$ cat src/rtl/cva5_types.sv
// Shared store-queue types: entry payload, address hash, instruction id
// and slot index, plus the load/store address hash helper.
package cva5_types;

  localparam int LOG2_SQ_DEPTH = 2;
  localparam int ID_W = 6;

  typedef logic [LOG2_SQ_DEPTH-1:0] sq_index_t;
  typedef logic [3:0] addr_hash_t;
  typedef logic [ID_W-1:0] id_t;

  typedef struct packed {
    logic [1:0]  offset;
    logic [3:0]  be;
    logic [1:0]  cache_op;
    logic [31:0] data;
    logic        fp;
    logic        double;
    logic [31:0] fp_data;
  } sq_entry_t;

  function automatic addr_hash_t addr_hash(
    input logic [31:0] addr
  );
    return addr[5:2];
  endfunction

endpackage

$ cat src/rtl/sq_collision_detect.sv
// Youngest-match priority pick over a circular store buffer.
// Ports: match (per slot), tail_idx in; collision, collision_index out.
module sq_collision_detect #(
  parameter int DEPTH = 4,
  parameter int IW = $clog2(DEPTH)
) (
  input  logic [DEPTH-1:0] match,
  input  logic [IW-1:0]    tail_idx,
  output logic             collision,
  output logic [IW-1:0]    collision_index
);

  logic [IW-1:0] idx;

  // Walk from oldest (tail - DEPTH) to youngest (tail - 1);
  // a later hit overrides, so the youngest match wins.
  always_comb begin
    collision = |match;
    collision_index = '0;
    idx = '0;
    for (int k = DEPTH; k >= 1; k--) begin
      idx = tail_idx - IW'(k);
      if (match[idx])
        collision_index = idx;
    end
  end

endmodule

$ cat src/rtl/store_queue.sv
// Circular store queue: commit on retire, drain in order, flush drops
// uncommitted stores. Ports: push_*, retire_*, flush, out_*, lookup.
module store_queue
  import cva5_types::*;
#(
  parameter int DEPTH = 4
) (
  input  logic              clk,
  input  logic              rst_n,
  input  logic              push_valid,
  input  sq_entry_t         push_entry,
  input  logic [31:0]       push_addr,
  input  id_t               push_id,
  input  logic              retire_valid,
  input  id_t               retire_id,
  input  logic              flush,
  output logic              out_valid,
  output sq_entry_t         out_entry,
  output logic [31:0]       out_addr,
  input  logic              out_ready,
  input  addr_hash_t        lookup_hash,
  output logic              collision,
  output logic [LOG2_SQ_DEPTH-1:0] collision_index,
  output logic              full,
  output logic              empty
);

  localparam int IW = $clog2(DEPTH);
  typedef logic [IW:0] ptr_t;

  ptr_t head;
  ptr_t tail;
  ptr_t head_n;
  ptr_t tail_n;
  ptr_t commit_cnt;

  logic [DEPTH-1:0] valid;
  logic [DEPTH-1:0] committed;
  logic [DEPTH-1:0] valid_n;
  logic [DEPTH-1:0] comm_n;
  logic [DEPTH-1:0] retire_hit;
  logic [DEPTH-1:0] commit_next;
  logic [DEPTH-1:0] match;

  sq_entry_t   entry_q [DEPTH];
  logic [31:0] addr_q  [DEPTH];
  id_t         id_q    [DEPTH];
  addr_hash_t  hash_q  [DEPTH];

  logic [IW-1:0] head_idx;
  logic [IW-1:0] tail_idx;
  logic [IW-1:0] coll_idx;
  logic          push_fire;
  logic          pop_fire;

  assign head_idx = head[IW-1:0];
  assign tail_idx = tail[IW-1:0];

  assign empty = (head == tail);
  assign full  = (head_idx == tail_idx) &&
                 (head[IW] != tail[IW]);

  assign push_fire = push_valid & ~full & ~flush;
  assign out_valid = valid[head_idx] & committed[head_idx];
  assign pop_fire  = out_valid & out_ready;

  assign out_entry = entry_q[head_idx];
  assign out_addr  = addr_q[head_idx];

  always_comb begin
    retire_hit = '0;
    match = '0;
    for (int i = 0; i < DEPTH; i++) begin
      retire_hit[i] = retire_valid & valid[i] &
                      ~committed[i] &
                      (id_q[i] == retire_id);
      match[i] = valid[i] & (hash_q[i] == lookup_hash);
    end
  end

  // Retire is folded in before flush so a same-cycle
  // retire keeps its store alive.
  assign commit_next = committed | retire_hit;

  // Committed entries are contiguous from head, so the
  // popcount gives the new tail offset on flush.
  always_comb begin
    commit_cnt = '0;
    for (int i = 0; i < DEPTH; i++)
      commit_cnt = commit_cnt +
                   ptr_t'(valid[i] & commit_next[i]);
  end

  always_comb begin
    valid_n = valid;
    comm_n  = commit_next & valid;
    if (flush)
      valid_n = valid & commit_next;
    if (pop_fire) begin
      valid_n[head_idx] = 1'b0;
      comm_n[head_idx]  = 1'b0;
    end
    if (push_fire) begin
      valid_n[tail_idx] = 1'b1;
      comm_n[tail_idx]  = 1'b0;
    end
  end

  always_comb begin
    head_n = pop_fire ? head + ptr_t'(1) : head;
    if (flush)
      tail_n = head + commit_cnt;
    else if (push_fire)
      tail_n = tail + ptr_t'(1);
    else
      tail_n = tail;
  end

  always_ff @(posedge clk or negedge rst_n) begin
    if (!rst_n) begin
      head      <= '0;
      tail      <= '0;
      valid     <= '0;
      committed <= '0;
    end else begin
      head      <= head_n;
      tail      <= tail_n;
      valid     <= valid_n;
      committed <= comm_n;
    end
  end

  // Payload and tag storage; only read under a valid bit.
  always_ff @(posedge clk) begin
    if (push_fire) begin
      entry_q[tail_idx] <= push_entry;
      addr_q[tail_idx]  <= push_addr;
      id_q[tail_idx]    <= push_id;
      hash_q[tail_idx]  <= addr_hash(push_addr);
    end
  end

  sq_collision_detect #(
    .DEPTH (DEPTH),
    .IW    (IW)
  ) u_coll (
    .match           (match),
    .tail_idx        (tail_idx),
    .collision       (collision),
    .collision_index (coll_idx)
  );

  assign collision_index = sq_index_t'(coll_idx);

endmodule

$ cat config.mk
export PLATFORM = sky130hd
export DESIGN_NAME = store_queue
export DESIGN_NICKNAME = d
export VERILOG_FILES = /design/src/rtl/cva5_types.sv /design/src/rtl/sq_collision_detect.sv /design/src/rtl/store_queue.sv
export SDC_FILE = /design/constraint.sdc
export NUM_CORES = 1
export LEC_CHECK = 0
export ABC_CLOCK_PERIOD_IN_PS = 4800
export BUFFER_PORTS_ARGS = -buffer_cell sky130_fd_sc_hd__buf_2
export CORE_MARGIN = 2
export CORE_UTILIZATION = 54
export CTS_BUF_LIST = sky130_fd_sc_hd__clkbuf_8
export CTS_CLUSTER_SIZE = 10
export DETAILED_ROUTE_END_ITERATION = 10
export MAX_ROUTING_LAYER = met4
export PLACE_DENSITY_LB_ADDON = 0.2
export SLEW_MARGIN = 30
export SYNTH_ARGS = -nofsm -noshare
export SYNTH_HDL_FRONTEND = slang
export SYNTH_SLANG_ARGS = --single-unit
$ cat constraint.sdc
create_clock -name clk -period 4.8 [get_ports clk]
set_clock_uncertainty 0.2 [all_clocks]
set_input_delay 0.48 -clock clk [delete_from_list [all_inputs] [get_ports clk]]
set_output_delay 0.48 -clock clk [all_outputs]
set_load 0.05 [all_outputs]
==> results list <==
- The clock network is responsible for 22.1% of the overall power.
- Number of instances in the synthesized netlist: 755
- The initial antenna violation count is 0.
- Counting every sink on the clock net gives 462.
- Terminus of the critical flop-to-flop path: addr_q[1][13]
- Slack of the worst reg-to-reg path: 1.55 ns
* Total die area: 33950 um^2
- In this run, synthesis inferred 448 flip-flops with an integrated enable.
* CTS buffer count: 73
- The worst setup path is launched from a flop.
- In this run the post-CTS setup repair buffer count came out at 0.
- The number of gates resized after CTS was 0.
* Start-to-end type of the worst setup path: reg -> out
* Peak VDD IR: 0.0003243 V
- Post-synthesis average cell area: 23.24 um^2
- Hold Crit Start: flush
* Final setup viols: 0
- Total routing usage reported by global routing: 21.34%
- IO Port Bufs: 239
* Clk root buf: sky130_fd_sc_hd__clkbuf_8
- The H-tree was split into 3 levels.
- The worst register-to-register path has a depth of 6.
* Via Count: 8749
- Count of placed standard cells in the final layout, fillers left out: 1653
- Hold Path Sink: tail[0]
- Inst Count DP: 1418
* Final estimated routing congestion in global placement: 0.8174
- In this run the tightest slew margin relative to its limit is 42.67%.
* DIE HEIGHT: 184.3 um
- Static Leakage: 0.007634 uW
- DR pass1 iterations: 4
* Cell area after layout: 21650 um^2
- The worst setup path is captured at an output pin.
- The floorplan has 66 rows.
- Final net count: 1303
* Max Cap Violations: 0
* Top-level I/O count: 240
- In the synthesized netlist the dominant register cell turns out to be sky130_fd_sc_hd__edfxtp_1.
- Layout cell share with drive strength beyond 1: 37.65%
* TritonCTS clock tree: done
- Fmax: 280.6 MHz
* Post-synth design cell area: 17550 um^2
* Warnings, synthesis: 0
- Detailed-placement wirelength estimate: 19250 um
* Worst reg2reg startpoint: head[0]
- Of the post-synthesis cell area, the dominant cell type holds 76.66%.
* Via count of the first global-routing pass: 9557
- Final antenna-violating net count: 0
* Drt via density: 5.293
- The clock reaches the later pin of the worst-skew pair after 0.56 ns.
* Pre-CTS setup slack: 1.358 ns
* Worst Hold Path Cells: 3
- FFs w/ async S/R, synth: 3.030%
- Maximum number of pins on one net before global-route repair: 115
* Sequential element share of the synthesized area: 78.66%
* WP data arrival: 2.88 ns
- Net switching is 38.92% of the power.
- Worst EP required: 4.12 ns
- Post-DP Area: 19280 um^2
* Part of the cycle the worst path needs: 74.24%
- Slew at the pin closest to its max-slew limit: 0.8521 ns
- In this run the power density over the cells is 596.2 nW/um^2.
* Area added between synthesis and finish: 23.39%
- WL/cell: 20.71 um
* Share of power burned in registers: 40.2%
* DRT Wirelength: 34240 um
- Max Transition Viols Final: 0
- Yosys cell types: 51
* Final setup slack of the worst path: 1.236 ns
- Once the floorplan was initialized, standard cells occupied 54.35% of the core.
* Top cell type by total area after synthesis: sky130_fd_sc_hd__edfxtp_1
* DRC violations left: 0
- Part of the power in combinational logic: 37.7%
* Highest fanout seen on the critical path: 10
- The layout has 2120 filler cells.
* Post-Syn Nets: 894
- In this run the power spent charging and discharging nets is 5024 uW.
- The core region is 32290 um^2.
* Initial detailed-routing violation count: 563
- Setup repair after global routing left no endpoint under its margin.
* Deepest clock path buffer count: 3
- The first global-routing pass estimated 52580 um of wire.
- Clock transition time at the flip-flop clock pins of the worst setup and hold paths: 0.06 ns
* Ant. Diodes: 0
- After layout, the design draws a total of 12910 uW.
* Status: finished clean
- Setup TNS: 0 ns
- Final critical delay including setup and external delays: 3.564 ns
* Number of hold violations in the final report: 0
- The tightest min-delay check is of the in -> reg type.
- The number of hold buffers added after CTS was 113.
- After synthesis the netlist holds a flip-flop and latch count of 462.
* Die width: 184.3 um
- In the post-synthesis netlist, the biggest area contributors are sky130_fd_sc_hd__edfxtp_1 (77%), sky130_fd_sc_hd__mux4_2 (14%), sky130_fd_sc_hd__dfrtp_1 (2.0%).
- GR Overflow Total: 0
- The internal power of the cells totals 7885 uW.
[routing by layer]
metal  part of all wire, %  vias up  track usage (%)  routed length [um]
met5                     0        -                -                   0
met4                   1.7        0            6.144                 586
met2                    50      264            33.68               16960
met3                   7.0       45            6.797                2409
li1                      -     3971                -                   -
met1                    42     4469            26.97               14280
[cells in the mapped netlist, drive strengths merged, types with 5 or more instances]
library cell,n
edfxtp,448
mux4,107
xnor2,23
xor2,19
buf,16
dfrtp,14
nand2,14
clkbuf,12
inv,11
ha,8
and2,7
nand3,6
nand2b,5
nor2,5
o21ai,5
[area by class of cell]
type | instances | area (um^2) | area share (%)
inverters | 11 | 43.79 | 0.2023
clock buffers | 74 | 1018 | 4.704
well taps | 442 | 553.0 | 2.554
multi-input cells | 253 | 3547 | 16.38
flip-flops and latches | 462 | 13810 | 63.78
clock inverters | 48 | 215.2 | 0.9939
repair buffers | 363 | 2464 | 11.38
[worst max path at each step]
stage / startpoint / to / slack [ns] / cells past startpoint
floorplan: head[0] / committed[3] / 0.35 / 7
global placement: retire_id[2] / tail[2] / 1.39 / 11
detailed placement: retire_id[2] / tail[2] / 1.36 / 11
CTS: head[0] / out_entry[31] / 0.92 / 3
global route: head[0] / out_entry[50] / 1.02 / 3
finish: tail[1] / collision_index[0] / 1.24 / 6
[per-stage QoR]
stage	hold WS (ns)	util (%)
finish	0.05663	67.06
floorplan	-0.01559	-
detailed placement	0.1972	59.72
CTS	0.02100	67.05
global route	0.04868	67.06
global placement	0.1947	59.72
[cells by family after synthesis]
logic type | after synthesis | share of synthesized area (%)
compound gates | 30 | 1.291
xor+xnor | 42 | 2.096
mux | 110 | 13.90
fa+ha+maj | 11 | 0.9127
flops | 462 | 78.66
buf+inv | 40 | 1.184
simple gates | 60 | 1.954
[power by group through the flow]
stage,clock (uW),sequential (uW),combinational (uW)
4_1_cts,2930,5200,4930
2_1_floorplan,0,5180,3850
3_3_place_gp,0,5260,4840
5_1_grt,3110,5250,5130
3_5_place_dp,0,5280,4840
6_report,2850,5190,4870
[cell usage in the layout (no fill, tap or decap), types with 5 or more instances in the layout]
cell type                       netlist  routed
sky130_fd_sc_hd__xnor2_1             23      23
sky130_fd_sc_hd__buf_4                0       6
sky130_fd_sc_hd__edfxtp_1           448     448
sky130_fd_sc_hd__buf_2               13     239
sky130_fd_sc_hd__dlygate4sd3_1        0     113
sky130_fd_sc_hd__inv_1                8      33
sky130_fd_sc_hd__xor2_1              19      19
sky130_fd_sc_hd__mux4_2             107     107
sky130_fd_sc_hd__nand2b_1             5       5
sky130_fd_sc_hd__clkinv_1             0      12
sky130_fd_sc_hd__clkbuf_8             0      74
sky130_fd_sc_hd__ha_1                 8       8
sky130_fd_sc_hd__nor2_1               5       5
sky130_fd_sc_hd__clkinv_2             0       6
sky130_fd_sc_hd__nand2_1             14      14
sky130_fd_sc_hd__dfrtp_1             14      12
sky130_fd_sc_hd__nand3_1              6       6
[worst max-delay path, stage by stage, from the launching register on]
cell and delay [ns]:
sky130_fd_sc_hd__dfrtp_1 0.56, sky130_fd_sc_hd__inv_1 0.15, sky130_fd_sc_hd__ha_1 0.46, sky130_fd_sc_hd__mux4_2 0.57
sky130_fd_sc_hd__a221oi_2 0.24, sky130_fd_sc_hd__o22ai_1 0.11, sky130_fd_sc_hd__buf_2 0.23
[registers in the layout, indices dropped and copies added, names as in the netlist]
| register | cells |
|---|---|
| entry_q | 296 |
| id_q | 24 |
| head | 3 |
| valid | 4 |
| committed | 4 |
| tail | 3 |
| addr_q | 128 |
Power figures use the tool's default switching activity.
